[config.mk]
export PLATFORM = sky130hd
export DESIGN_NAME = mcp3008_responder
export DESIGN_NICKNAME = d
export VERILOG_FILES = /design/src/rtl/mcp3008_responder.sv
export SDC_FILE = /design/constraint.sdc
export NUM_CORES = 1
export LEC_CHECK = 0
export ABC_CLOCK_PERIOD_IN_PS = 2900
export BUFFER_PORTS_ARGS = -buffer_cell sky130_fd_sc_hd__buf_2
export CORE_UTILIZATION = 25
export DETAILED_ROUTE_END_ITERATION = 6
export SLEW_MARGIN = 20
export SYNTH_ARGS = -nofsm -noshare
export SYNTH_HDL_FRONTEND = slang
export SYNTH_SLANG_ARGS = --single-unit
[constraint.sdc]
create_clock -name clk -period 2.9 [get_ports clk]
set_input_delay 0.145 -clock clk [delete_from_list [all_inputs] [get_ports clk]]
set_output_delay 0.145 -clock clk [all_outputs]
set_load 0.01 [all_outputs]
[src/rtl/mcp3008_responder.sv]
`default_nettype none
// ============================================================================
// Module   : mcp3008_responder
// Purpose  : Device-side model of the MCP3008 10-bit SPI ADC. Oversamples the
//            host's dclk/cs_n/din pins on the fast system clock, decodes the
//            start bit + SGL/DIFF + D2..D0 command, asks a value provider for
//            a 10-bit result and shifts out the null bit followed by B9..B0.
//            SPI modes 0,0 and 1,1 are both accepted.
// Ports    : clk, rst_n          system clock, asynchronous active-low reset
//            dclk, cs_n, din     host SPI pins (asynchronous to clk)
//            dout, dout_oe       result bit and pad output enable
//            ch_sel, sgl_diff    decoded channel / mode, held until next cmd
//            sample_req          one-clk pulse when ch_sel/sgl_diff update
//            sample_data         provider result, latched 1 clk after the req
//            busy                start bit seen, cs_n not yet released
//            xfer_done           one-clk pulse on the edge that drives B0
//            frame_err           one-clk pulse on cs_n release mid-command/data
// Macro    : MCP3008_RESPONDER_LSB_TAIL_EN - after B0, continue with B1..B9
//            LSB first (datasheet continued-clock behaviour); otherwise the
//            tail shifts zeros.
// Revision : 1.0 - initial release
// ============================================================================
module mcp3008_responder #(
    parameter int   SYNC_STAGES = 2,     // 2..4 flops per pin synchronizer
    parameter logic IDLE_DOUT   = 1'b0   // dout level while dout_oe = 0
) (
    input  logic       clk,
    input  logic       rst_n,
    input  logic       dclk,
    input  logic       cs_n,
    input  logic       din,
    output logic       dout,
    output logic       dout_oe,
    output logic [2:0] ch_sel,
    output logic       sgl_diff,
    output logic       sample_req,
    input  logic [9:0] sample_data,
    output logic       busy,
    output logic       xfer_done,
    output logic       frame_err
);

    localparam logic [2:0] c_IDLE       = 3'd0;
    localparam logic [2:0] c_WAIT_START = 3'd1;
    localparam logic [2:0] c_CMD        = 3'd2;
    localparam logic [2:0] c_SAMPLE     = 3'd3;
    localparam logic [2:0] c_DATA       = 3'd4;
    localparam logic [2:0] c_TAIL       = 3'd5;

    // ------------------------------------------------------------------
    // Pin synchronizers. din shares the dclk stage depth so the bit seen
    // alongside a detected dclk rise is the bit the host presented.
    // ------------------------------------------------------------------
    logic [SYNC_STAGES-1:0] r_dclk_sync;
    logic [SYNC_STAGES-1:0] r_cs_sync;
    logic [SYNC_STAGES-1:0] r_din_sync;
    logic                   r_dclk_prev;
    logic                   r_cs_prev;

    always_ff @(posedge clk or negedge rst_n) begin
        if (!rst_n) begin
            r_dclk_sync <= '0;
            r_cs_sync   <= '1;
            r_din_sync  <= '0;
            r_dclk_prev <= 1'b0;
            r_cs_prev   <= 1'b1;
        end else begin
            r_dclk_sync <= {r_dclk_sync[SYNC_STAGES-2:0], dclk};
            r_cs_sync   <= {r_cs_sync[SYNC_STAGES-2:0], cs_n};
            r_din_sync  <= {r_din_sync[SYNC_STAGES-2:0], din};
            r_dclk_prev <= r_dclk_sync[SYNC_STAGES-1];
            r_cs_prev   <= r_cs_sync[SYNC_STAGES-1];
        end
    end

    logic w_dclk_rise;
    logic w_dclk_fall;
    logic w_cs_rise;
    logic w_cs_fall;
    logic w_din_s;

    assign w_dclk_rise = r_dclk_sync[SYNC_STAGES-1] & ~r_dclk_prev;
    assign w_dclk_fall = ~r_dclk_sync[SYNC_STAGES-1] & r_dclk_prev;
    assign w_cs_rise   = r_cs_sync[SYNC_STAGES-1] & ~r_cs_prev;
    assign w_cs_fall   = ~r_cs_sync[SYNC_STAGES-1] & r_cs_prev;
    assign w_din_s     = r_din_sync[SYNC_STAGES-1];

    // ------------------------------------------------------------------
    // FSM state and registered outputs
    // ------------------------------------------------------------------
    logic [2:0] r_state, w_state;
    logic [3:0] r_cnt, w_cnt;       // command bits / ignored falls / data index
    logic [2:0] r_cmd, w_cmd;       // SGL/DIFF, D2, D1 collected so far
    logic [9:0] r_data;
    logic       r_dout, w_dout;
    logic       r_dout_oe, w_dout_oe;
    logic [2:0] r_ch_sel, w_ch_sel;
    logic       r_sgl, w_sgl;
    logic       r_sample_req, w_sample_req;
    logic       r_busy, w_busy;
    logic       r_xfer_done, w_xfer_done;
    logic       r_frame_err, w_frame_err;
    logic [3:0] w_idx;

    assign w_idx = 4'd9 - r_cnt;

    always_ff @(posedge clk or negedge rst_n) begin
        if (!rst_n) begin
            r_state      <= c_IDLE;
            r_cnt        <= 4'd0;
            r_cmd        <= 3'd0;
            r_dout       <= IDLE_DOUT;
            r_dout_oe    <= 1'b0;
            r_ch_sel     <= 3'd0;
            r_sgl        <= 1'b0;
            r_sample_req <= 1'b0;
            r_busy       <= 1'b0;
            r_xfer_done  <= 1'b0;
            r_frame_err  <= 1'b0;
        end else begin
            r_state      <= w_state;
            r_cnt        <= w_cnt;
            r_cmd        <= w_cmd;
            r_dout       <= w_dout;
            r_dout_oe    <= w_dout_oe;
            r_ch_sel     <= w_ch_sel;
            r_sgl        <= w_sgl;
            r_sample_req <= w_sample_req;
            r_busy       <= w_busy;
            r_xfer_done  <= w_xfer_done;
            r_frame_err  <= w_frame_err;
        end
    end

    // The provider answers during the clk that sample_req is high; take the
    // value at the end of that clk so every frame uses a fresh result.
    always_ff @(posedge clk or negedge rst_n) begin
        if (!rst_n) begin
            r_data <= 10'd0;
        end else if (r_sample_req) begin
            r_data <= sample_data;
        end
    end

    always_comb begin
        w_state      = r_state;
        w_cnt        = r_cnt;
        w_cmd        = r_cmd;
        w_dout       = r_dout;
        w_dout_oe    = r_dout_oe;
        w_ch_sel     = r_ch_sel;
        w_sgl        = r_sgl;
        w_sample_req = 1'b0;
        w_busy       = r_busy;
        w_xfer_done  = 1'b0;
        w_frame_err  = 1'b0;

        // cs_n release has priority over any dclk edge seen in the same clk.
        if ((r_state != c_IDLE) && w_cs_rise) begin
            w_state     = c_IDLE;
            w_dout      = IDLE_DOUT;
            w_dout_oe   = 1'b0;
            w_busy      = 1'b0;
            w_frame_err = (r_state == c_CMD) || (r_state == c_SAMPLE) ||
                          (r_state == c_DATA);
        end else begin
            case (r_state)
                c_IDLE: begin
                    if (w_cs_fall) begin
                        w_state = c_WAIT_START;
                    end
                end
                c_WAIT_START: begin
                    // Leading zeros before the start bit are legal.
                    if (w_dclk_rise && w_din_s) begin
                        w_state = c_CMD;
                        w_cnt   = 4'd0;
                        w_busy  = 1'b1;
                    end
                end
                c_CMD: begin
                    if (w_dclk_rise) begin
                        w_cmd = {r_cmd[1:0], w_din_s};
                        if (r_cnt == 4'd3) begin
                            // This rise carries D0: the command is complete.
                            w_sgl        = r_cmd[2];
                            w_ch_sel     = {r_cmd[1:0], w_din_s};
                            w_sample_req = 1'b1;
                            w_state      = c_SAMPLE;
                            w_cnt        = 4'd0;
                        end else begin
                            w_cnt = r_cnt + 4'd1;
                        end
                    end
                end
                c_SAMPLE: begin
                    // First fall (same clock as D0) is skipped; the second
                    // one drives the null bit.
                    if (w_dclk_fall) begin
                        if (r_cnt == 4'd0) begin
                            w_cnt = 4'd1;
                        end else begin
                            w_dout    = 1'b0;
                            w_dout_oe = 1'b1;
                            w_state   = c_DATA;
                            w_cnt     = 4'd0;
                        end
                    end
                end
                c_DATA: begin
                    if (w_dclk_fall) begin
                        w_dout = r_data[w_idx];
                        if (r_cnt == 4'd9) begin
                            w_xfer_done = 1'b1;
                            w_state     = c_TAIL;
                            w_cnt       = 4'd1;
                        end else begin
                            w_cnt = r_cnt + 4'd1;
                        end
                    end
                end
                c_TAIL: begin
                    if (w_dclk_fall) begin
`ifdef MCP3008_RESPONDER_LSB_TAIL_EN
                        // r_cnt walks B1..B9 then parks at 10 (zeros).
                        if (r_cnt != 4'd10) begin
                            w_dout = r_data[r_cnt];
                            w_cnt  = r_cnt + 4'd1;
                        end else begin
                            w_dout = 1'b0;
                        end
`else
                        w_dout = 1'b0;
`endif
                    end
                end
                default: begin
                    w_state   = c_IDLE;
                    w_dout    = IDLE_DOUT;
                    w_dout_oe = 1'b0;
                    w_busy    = 1'b0;
                end
            endcase
        end
    end

    assign dout       = r_dout;
    assign dout_oe    = r_dout_oe;
    assign ch_sel     = r_ch_sel;
    assign sgl_diff   = r_sgl;
    assign sample_req = r_sample_req;
    assign busy       = r_busy;
    assign xfer_done  = r_xfer_done;
    assign frame_err  = r_frame_err;

endmodule
`default_nettype wire

Word-level counts from Yosys, hierarchy flattened
Cells that the tools add are included.
Widths: inputs -> output; s select.
- bits in registers: 38
- input port bits: 15
- output and inout bits: 10
- word-level logic and storage cells: 113
- add/sub/neg operators: 2
- magnitude comparators: 1
- equal/unequal tests: 24
- multiplexer cells: 42
- bitwise operators: 9
- reduce and logical (&&, ||, !) cells: 18
- operators with widths (cell ; number):
    $mux 3 ; 9
    $mux 4 ; 6
    $mux 1 ; 21
    $ne 3x3->1 const B ; 7
    $pmux 3 s6 ; 1
    $pmux 4 s4 ; 1
    $ne 2x2->1 const B ; 5
    $reduce_or 5->1 ; 2
    $reduce_and 9->1 ; 1
    $eq 3x2->1 const B ; 2
    $eq 3x3->1 const B ; 2
    $ne 2x1->1 const B ; 3
    $ne 3x2->1 const B ; 2
    $reduce_and 3->1 ; 2
    $reduce_and 6->1 ; 1
    $lt 4x5->1 const B ; 1
    $not 1->1 ; 5
    $reduce_and 5->1 ; 1
    $add 4x1->4 const B ; 1
    $and 1x1->1 ; 4
    $bmux 1 s4 ; 1
    $eq 4x2->1 const B ; 1
    $eq 4x4->1 const B ; 1
    $logic_not 4->1 ; 1
    other kinds (12) ; 15

Logic depth before layout (Yosys ltp)
Gate-level depths: netlist (run 1).
- depth in word-level cells: 6
- mapped depth: 8
- gate-level depth less buffers: 7

Worst setup path before layout (run 1)
OpenSTA, ideal clock, no wires.
- kind: flip-flop to flip-flop
- from: register r_cnt[0]
- to: register r_dout (netlist: dout)
- arrival: 1.857 ns
- required time: 2.775 ns
- setup slack: 0.918 ns
- stages on the path, launching flop included: 9
- buffers on the path: 1
- clock period less this slack: 1.982 ns
- cells stage by stage: dfrtp_1 clkbuf_1 inv_1 ha_1 and4bb_2 nor2_1 a21o_1 a221oi_1 mux2_2
- word-level cells in the longest chain between the ends: 6
- elaborated cells between the ends (all ways): 9
- classes of those cells: add/sub (1); eq/ne (1); mux (5); reduce/logical (2)
- ends and longest elaborated chain (what ; line ; RTL):
    start: declaration ; 92 ; logic [3:0] r_cnt, w_cnt;
    start signal: assignment ; 122 ; r_cnt <= w_cnt;
    $sub 4x4->4 ; 105 ; assign w_idx = 4'd9 - r_cnt;
    $bmux 1 s4 ; 212 ; w_dout = r_data[w_idx];
    $mux 1 (not written as such) ; 212 ;
    $mux 1 ; 211 ; if (w_dclk_fall) begin
    $pmux 1 s4 ; 167 ; case (r_state)
    $mux 1 ; 159 ; if ((r_state != c_IDLE) && w_cs_rise) begin
    end signal: assignment ; 124 ; r_dout <= w_dout;
    end: declaration ; 95 ; logic r_dout, w_dout;
Parallel ways exist; a longest one is shown, timed or not. The select of a mux whose other input is x is not followed.
A chain may end at the register's enable or synchronous reset.

Worst setup path in the final report (run 1)
Ends and elaborated chain as after synthesis.

==> flow_metrics.py, run 1 <==
metrics = {
    "clocking": {
        "cts_max_path_buffers": 2,
        "insertion_delay_ns": 0.29,
        "htree_levels": 2,
        "cts-resized-gates": 0,
        "path_clk_slew_ns": 0.07,
        "post_cts_buffers": 0,
        "cts.sinks": 38,
        "cts_root_buffer": "clkbuf_8",
        "numCtsBuffers": 5,
        "cts_tree": "done",
    },
    "synth": {
        "yosys_warnings": 0,
        "ys_seq_elements": 38,
        "synth_area_per_cell_um2": 11.81,
        "synthDistinctLibCells": 48,
        "synthesis.area_mm2": 0.001831,
        "synth_edf_count": 0,
        "syn_inst": 155,
        "synthArstFlopShare_pct": 100.0,
        "seq_area_frac_synth_pct": 52.15,
        "synthFlopType": "dfrtp_1",
        "synth_nets": 174,
    },
    "finish": {
        "stdcell_count": 281,
        "fin_util_pct": 31.59,
        "layout_common_cells": "dfrtp_1, buf_2, mux2_2",
        "layout-drive-gt1-share_pct": 32.43,
        "diodes": 0,
        "mostFrequentLayoutCell": "dfrtp_1",
        "fin_nets": 203,
        "regArea_um2": 954.7,
        "multi_input_area_um2": 814.5,
        "n_fill_cell": 739,
        "area_growth_pct": 19.82,
    },
    "power_and_ir_drop": {
        "peakVddDrop_v": 0.0002312,
        "power_leakage_uw": 0.0009915,
        "p_clk_share_pct": 33.8,
        "p_switching_uw": 369.9,
        "powerDensity_mw_per_mm2": 592.0,
        "seqPwrFrac_pct": 48.8,
        "swShare_pct": 28.48,
        "p_int_uw": 928.7,
        "comb_power_share_pct": 17.5,
    },
    "floorplan": {
        "rows": 30,
        "initial_core_util_pct": 26.36,
        "ios": 25,
        "die_w_um": 87.57,
        "core_area_mm2": 0.006944,
        "die_area_mm2": 0.007669,
        "dieHeight_um": 87.57,
    },
    "routing": {
        "drt_iter0_drc": 78,
        "detail_route.first_pass.iterations": 4,
        "wl_per_cell_um": 12.49,
        "vias_per_cell": 4.665,
        "drc": 0,
        "drt_wl_total_um": 3509,
        "via_count": 1311,
        "ant_nets": 0,
    },
    "critical_path": {
        "arrival_ns": 2.31,
        "cpLargestDelayFamily": "flip-flops",
        "path_cells": "inv_1 > ha_1 > and4bb_2 > nor2_1 > a21o_1 > a221oi_1 > mux2_2",
        "crit_type": "reg -> reg",
        "max_stage_delay_ns": 0.51,
        "startpoint_type": "flip-flop",
        "path_buf_inv": 1,
        "slowest_stage": "dfrtp_1",
        "worstPathRequired_ns": 3.08,
        "path_max_fanout": 10,
        "worstSetupEndpointType": "flip-flop",
    },
    "job": {
        "cap_violations": 0,
    },
    "run_status": {
        "status": "completed",
    },
    "timing": {
        "relSlewSlack_pct": 44.43,
        "fin_hold_ws_ns": 0.08448,
        "grt_setup_unrepaired": "false",
        "finClkSkew_ns": 0.004019,
        "fin_crit_sh_pct": 73.44,
        "fmax_mhz": 469.5,
        "setup_viol": 0,
        "worst_pin_slew_ns": 0.8336,
        "fin_crit_ns": 2.130,
        "slew_viol_final": 0,
        "hold_violations": 0,
        "timing.setup.tns_ns": 0,
    },
    "place": {
        "dp_cells": 269,
        "gp_congestion": 0.8351,
        "hpwl_um": 2505,
        "portBuffers": 24,
    },
    "grt": {
        "antenna_found_initial": 0,
        "grt_max_degree": 39,
        "grt_first_pass_wirelength_um": 6147,
        "globalRouteTotalUtil_pct": 10.55,
        "grt.overflow.total": 0,
        "grt_pass1_vias": 1286,
    },
    "worst_hold_path": {
        "min_path_type": "in -> reg",
    },
}
path summary, 6_finish.rpt:
path / start / to / slack, ns / cells past startpoint
max: r_cnt[0] / dout / 0.77 / 7
min reg2reg: r_dclk_sync[0] / r_dclk_sync[1] / 0.36 / 0
min: sample_data[5] / r_data[5] / 0.08 / 2
max in group asynchronous: rst_n / sample_req / 1.88 / 2
min in group asynchronous: rst_n / xfer_done / 0.50 / 2
max reg2reg: r_cnt[0] / dout / 0.77 / 7
routing by layer:
metal | wire, um | up-vias | global-route usage (%)
met5 | 0 | - | 0
met3 | 194 | 10 | 3.487
met4 | 65 | 0 | 4.620
li1 | - | 623 | -
met2 | 1544 | 35 | 15.06
met1 | 1704 | 643 | 14.57
worst reg2reg max path, delay by kind of cell (launching register included):
kind / cells / cell delay (ns)
flip-flops: 1 / 0.51
AO/OA/AOI/OAI: 2 / 0.48
multiplexers: 1 / 0.37
buffers and inverters: 1 / 0.16
AND/OR/NAND/NOR: 2 / 0.35
adder cells (fa/ha/maj): 1 / 0.15
sequential cells by signal (all words and copies together) (netlist names):
name	count
sample_req	1
dout_oe	1
r_cs_sync	2
r_data	10
r_state	3
r_din_sync	2
dout	1
r_dclk_sync	2
busy	1
r_cmd	3
r_dclk_prev	1
r_cs_prev	1
xfer_done	1
sgl_diff	1
ch_sel	3
frame_err	1
r_cnt	4
cells by family (layout without fill, tap and decap cells):
kind of cell	count (synthesis)	in the layout	share of synthesized area (%)
compound gates	34	34	13.40
xor+xnor	1	1	0.4786
fa+ha+maj	4	4	2.734
buf+inv	14	44	3.349
flops	38	38	52.15
mux	23	23	14.49
simple gates	41	41	13.40
per-stage QoR:
stage	setup WS, ns	power [uW]	instance area (um2)
floorplan	0.9179	795.6	1831
global placement	0.7799	864.3	2043
detailed placement	0.7575	867.3	2043
CTS	0.7552	1321	2193
global route	0.6252	1381	2193
finish	0.7701	1299	2193
power groups by stage:
| stage | clock network, uW | registers [uW] | logic [uW] |
|---|---|---|---|
| floorplan | 0 | 609 | 187 |
| global placement | 0 | 644 | 220 |
| detailed placement | 0 | 644 | 223 |
| CTS | 459 | 634 | 228 |
| global route | 479 | 644 | 258 |
| finish | 438 | 633 | 227 |
timing repair:
action                     in CTS  in global routing
hold buffers                    4                  0
setup endpoints to repair       0                  0
hold endpoints to repair       38                  0
synthesized netlist by cell type, types with 2 or more instances:
| cell | n | area share, % |
|---|---|---|
| dfrtp_1 | 35 | 48 |
| mux2_2 | 17 | 10 |
| a21oi_1 | 9 | 2.5 |
| nand2_1 | 8 | 1.6 |
| inv_1 | 7 | 1.4 |
| o21ai_0 | 7 | 1.9 |
| nor2_1 | 6 | 1.2 |
| clkbuf_1 | 5 | 1.0 |
| nand2b_1 | 5 | 1.7 |
| ha_1 | 4 | 2.7 |
| mux2i_1 | 4 | 2.2 |
| nand3_1 | 4 | 1.1 |
| dfstp_2 | 3 | 4.3 |
| o31ai_1 | 3 | 1.2 |
| nand3b_1 | 2 | 0.82 |
| nor2b_1 | 2 | 0.68 |
| nor3_1 | 2 | 0.55 |
| o22ai_1 | 2 | 0.68 |
cell type report:
type | instances | share of cell area, %
Clock buffer | 6 | 3.309
Clock inverter | 2 | 1.711
Inverter | 7 | 1.198
Multi-Input combinational cell | 103 | 37.14
Sequential cell | 38 | 43.53
Tap cell | 96 | 5.476
Timing Repair Buffer | 29 | 7.644
Power figures use the tool's default switching activity.
==> run 2: changes to the inputs <==
--- a/config.mk
+++ b/config.mk
@@ -5,7 +5,8 @@
 export SDC_FILE = /design/constraint.sdc
 export NUM_CORES = 1
 export LEC_CHECK = 0
-export ABC_CLOCK_PERIOD_IN_PS = 2900
+export ABC_AREA = 1
+export ABC_CLOCK_PERIOD_IN_PS = 2100
 export BUFFER_PORTS_ARGS = -buffer_cell sky130_fd_sc_hd__buf_2
 export CORE_UTILIZATION = 25
 export DETAILED_ROUTE_END_ITERATION = 6
==> constraint.sdc (replaced) <==
create_clock -name clk -period 2.1 [get_ports clk]
set_input_delay 0.105 -clock clk [delete_from_list [all_inputs] [get_ports clk]]
set_output_delay 0.105 -clock clk [all_outputs]
set_load 0.01 [all_outputs]
==> run 2 against run 1 <==
Fmax is 21% higher. Die area rose by 6.9%. Core utilization decreased by 0.12 points. Area after synthesis is 7.0% higher. Non-clock buffer count did not move. Sequential power up 55%. Highest routed layer unchanged. Final cell count increased by 31%. Via count is 22% higher. Power grew 100%. Synthesized cell count is 52% higher. Critical path depth up 2. Design area up 6.3%.
==> flow_metrics.py, run 2 <==
metrics = {
    "place": {
        "pre_cts_slack_ns": 0.3353,
        "dp_cells": 355,
        "portBuffers": 24,
        "hpwl_um": 2796,
        "gp_congestion": 0.8651,
    },
    "finish": {
        "mostFrequentLayoutCell": "nand2_1",
        "diodes": 0,
        "stdcell_count": 367,
        "top_regs": "r_data: 10 flops, r_cnt: 4 flops",
        "layout-drive-gt1-share_pct": 21.64,
        "fin_nets": 286,
        "area_growth_pct": 18.97,
        "regMostFlops": "r_data",
        "layout_common_cells": "nand2_1, dfrtp_1, nand3_1",
        "largest_register_ffs": 10,
    },
    "power_and_ir_drop": {
        "swShare_pct": 39.00,
        "powerDensity_mw_per_mm2": 1125,
        "p_clk_share_pct": 23.1,
        "p_switching_uw": 1023,
        "p_total_uw": 2623,
        "p_int_uw": 1600,
        "comb_power_share_pct": 39.6,
        "power_leakage_uw": 0.001212,
        "peakVddDrop_v": 0.0004359,
        "seqPwrFrac_pct": 37.4,
    },
    "grt": {
        "antenna_found_initial": 0,
        "grt_use_met3_pct": 2.273,
        "grt-busiest-layer": "met2",
        "grt_use_met1_pct": 13.45,
        "grt.overflow.total": 0,
        "grt.met2_usage_pct": 15.40,
        "grt_pass1_vias": 1505,
        "grt_max_degree": 39,
        "grt_first_pass_wirelength_um": 6672,
        "globalRouteTotalUtil_pct": 10.08,
    },
    "timing": {
        "slew_viol_final": 0,
        "fmax_mhz": 566.7,
        "timing.setup.tns_ns": 0,
        "relSlewSlack_pct": 43.43,
        "setup_viol": 0,
        "setup_slack_ns": 0.3353,
        "finClkSkew_ns": 0.01254,
        "hold_violations": 0,
        "worst_pin_slew_ns": 0.8485,
        "fin_crit_ns": 1.765,
        "fin_hold_ws_ns": 0.01987,
        "grt_setup_unrepaired": "false",
        "fin_crit_sh_pct": 84.03,
    },
    "floorplan": {
        "dieHeight_um": 90.53,
        "die_area_mm2": 0.008196,
        "core_area_mm2": 0.007408,
        "initial_core_util_pct": 26.45,
        "die_w_um": 90.53,
        "rows": 31,
        "ios": 25,
    },
    "synth": {
        "synth.largest_area_cell": "dfrtp_1",
        "synth_area_per_cell_um2": 8.338,
        "seq_area_frac_synth_pct": 48.72,
        "synth_nets": 254,
        "yosys_warnings": 0,
        "synth_top_area_share_pct": 44.70,
        "synthDistinctLibCells": 29,
        "synthTopCellsByArea": "dfrtp_1, nand2_1, nand3_1",
        "ys_top_cells_by_count": "nand2_1, dfrtp_1, nand3_1",
        "synth.most_common_cell": "nand2_1",
        "synth_edf_count": 0,
        "synthFlopType": "dfrtp_1",
        "ys_seq_elements": 38,
        "synthArstFlopShare_pct": 100.0,
        "syn_inst": 235,
        "synthesis.area_mm2": 0.001959,
    },
    "routing": {
        "via_count": 1593,
        "wl_per_cell_um": 10.39,
        "detail_route.first_pass.iterations": 4,
        "drc": 0,
        "ant_nets": 0,
        "vias_per_cell": 4.341,
        "drt_iter0_drc": 111,
        "drt_wl_total_um": 3814,
    },
    "critical_path": {
        "startpoint_type": "flip-flop",
        "worstPathRequired_ns": 2.27,
        "r2r_start": "r_cnt[0]",
        "path_max_fanout": 9,
        "arrival_ns": 1.93,
        "r2r-end": "r_state[1]",
        "crit_type": "reg -> reg",
        "reg2reg_slack_ns": 0.34,
        "r2r_cells": 9,
        "worstSetupEndpointType": "flip-flop",
    },
    "worst_hold_path": {
        "min_delay_path_depth": 3,
        "min_to": "r_data[6]",
        "min_path_type": "in -> reg",
        "min-delay-start": "sample_data[6]",
    },
    "clocking": {
        "cts_max_path_buffers": 2,
        "htree_levels": 2,
        "numCtsBuffers": 5,
        "cts_tree": "done",
        "insertion_delay_ns": 0.29,
        "cts.sinks": 38,
        "cts_root_buffer": "clkbuf_8",
        "path_clk_slew_ns": 0.08,
    },
    "run_status": {
        "status": "completed",
    },
    "job": {
        "cap_violations": 0,
    },
}
run 2: cell count changes after synthesis, sizes merged, moves of 3 or more:
| cell | delta |
|---|---|
| o21ai | +13 |
| mux2 | -17 |
| nor2 | +9 |
| nand2b | -5 |
| nand3 | +29 |
| clkbuf | -3 |
| inv | +22 |
| o31ai | -3 |
| a21oi | -7 |
| mux2i | -4 |
| nand2 | +67 |
run 2: metal layers:
layer  part of all wire, %  vias to the layer above
met2                    44                       50
met5                     0                        -
met3                   4.2                        6
met1                    50                      720
met4                   1.7                        0
li1                      -                      817
run 2: kinds of logic (layout without fill, tap and decap cells):
kind of cell    after synthesis  in the layout  share of synthesized area [%]
mux                           1              1                         0.5747
xor+xnor                      3              3                          1.341
buf+inv                      34             67                          7.088
flops                        38             38                          48.72
compound gates               25             25                          7.280
fa+ha+maj                     4              4                          2.554
simple gates                130            130                          32.44
run 2: worst max-delay path: stages, from the launching register on:
cell	delay [ns]
dfrtp_1	0.51
clkinv_1	0.14
ha_1	0.22
nor3b_1	0.15
nand2_1	0.16
nand3_2	0.11
nor2_4	0.16
nand2_2	0.08
nand2_1	0.06
nand2_1	0.05
run 2: worst max-delay path by stage:
stage | startpoint | end | slack (ns)
global placement | r_cnt[0] | r_state[1] | 0.37
detailed placement | r_cnt[0] | r_state[1] | 0.34
global route | r_cnt[0] | r_state[1] | 0.20
finish | r_cnt[0] | r_state[1] | 0.34
floorplan | r_cnt[0] | r_state[1] | 0.49
CTS | r_cnt[0] | r_state[1] | 0.32
run 2: power groups by stage:
stage                     Clock, uW  Combinational, uW  Sequential (uW)
after detailed placement          0               1030              995
after global routing            654               1180              998
after floorplan                   0                815              968
final                           605               1040              980
after CTS                       626               1040              980
after global placement            0               1040              987
run 2: per-stage QoR:
stage / util, % / instance area (um2)
after detailed placement: 29.49 / 2185
after global placement: 29.49 / 2185
final: 31.46 / 2331
after floorplan: - / 1959
after CTS: 31.46 / 2331
after global routing: 31.46 / 2331
run 2: layout make-up:
cell class / count / area, um2
flip-flops and latches: 38 / 954.7
inverters: 30 / 112.6
clock inverters: 1 / 30.03
well taps: 99 / 123.9
multi-input cells: 163 / 865.8
repair buffers: 29 / 167.7
clock buffers: 7 / 76.32
fillers: 757 / 5077
run 2: what timing repair did:
action                                 CTS  global route
endpoints found under the hold margin   38             0
gates resized for setup                  0             0
hold buffers                             4             0
setup buffers                            0             0
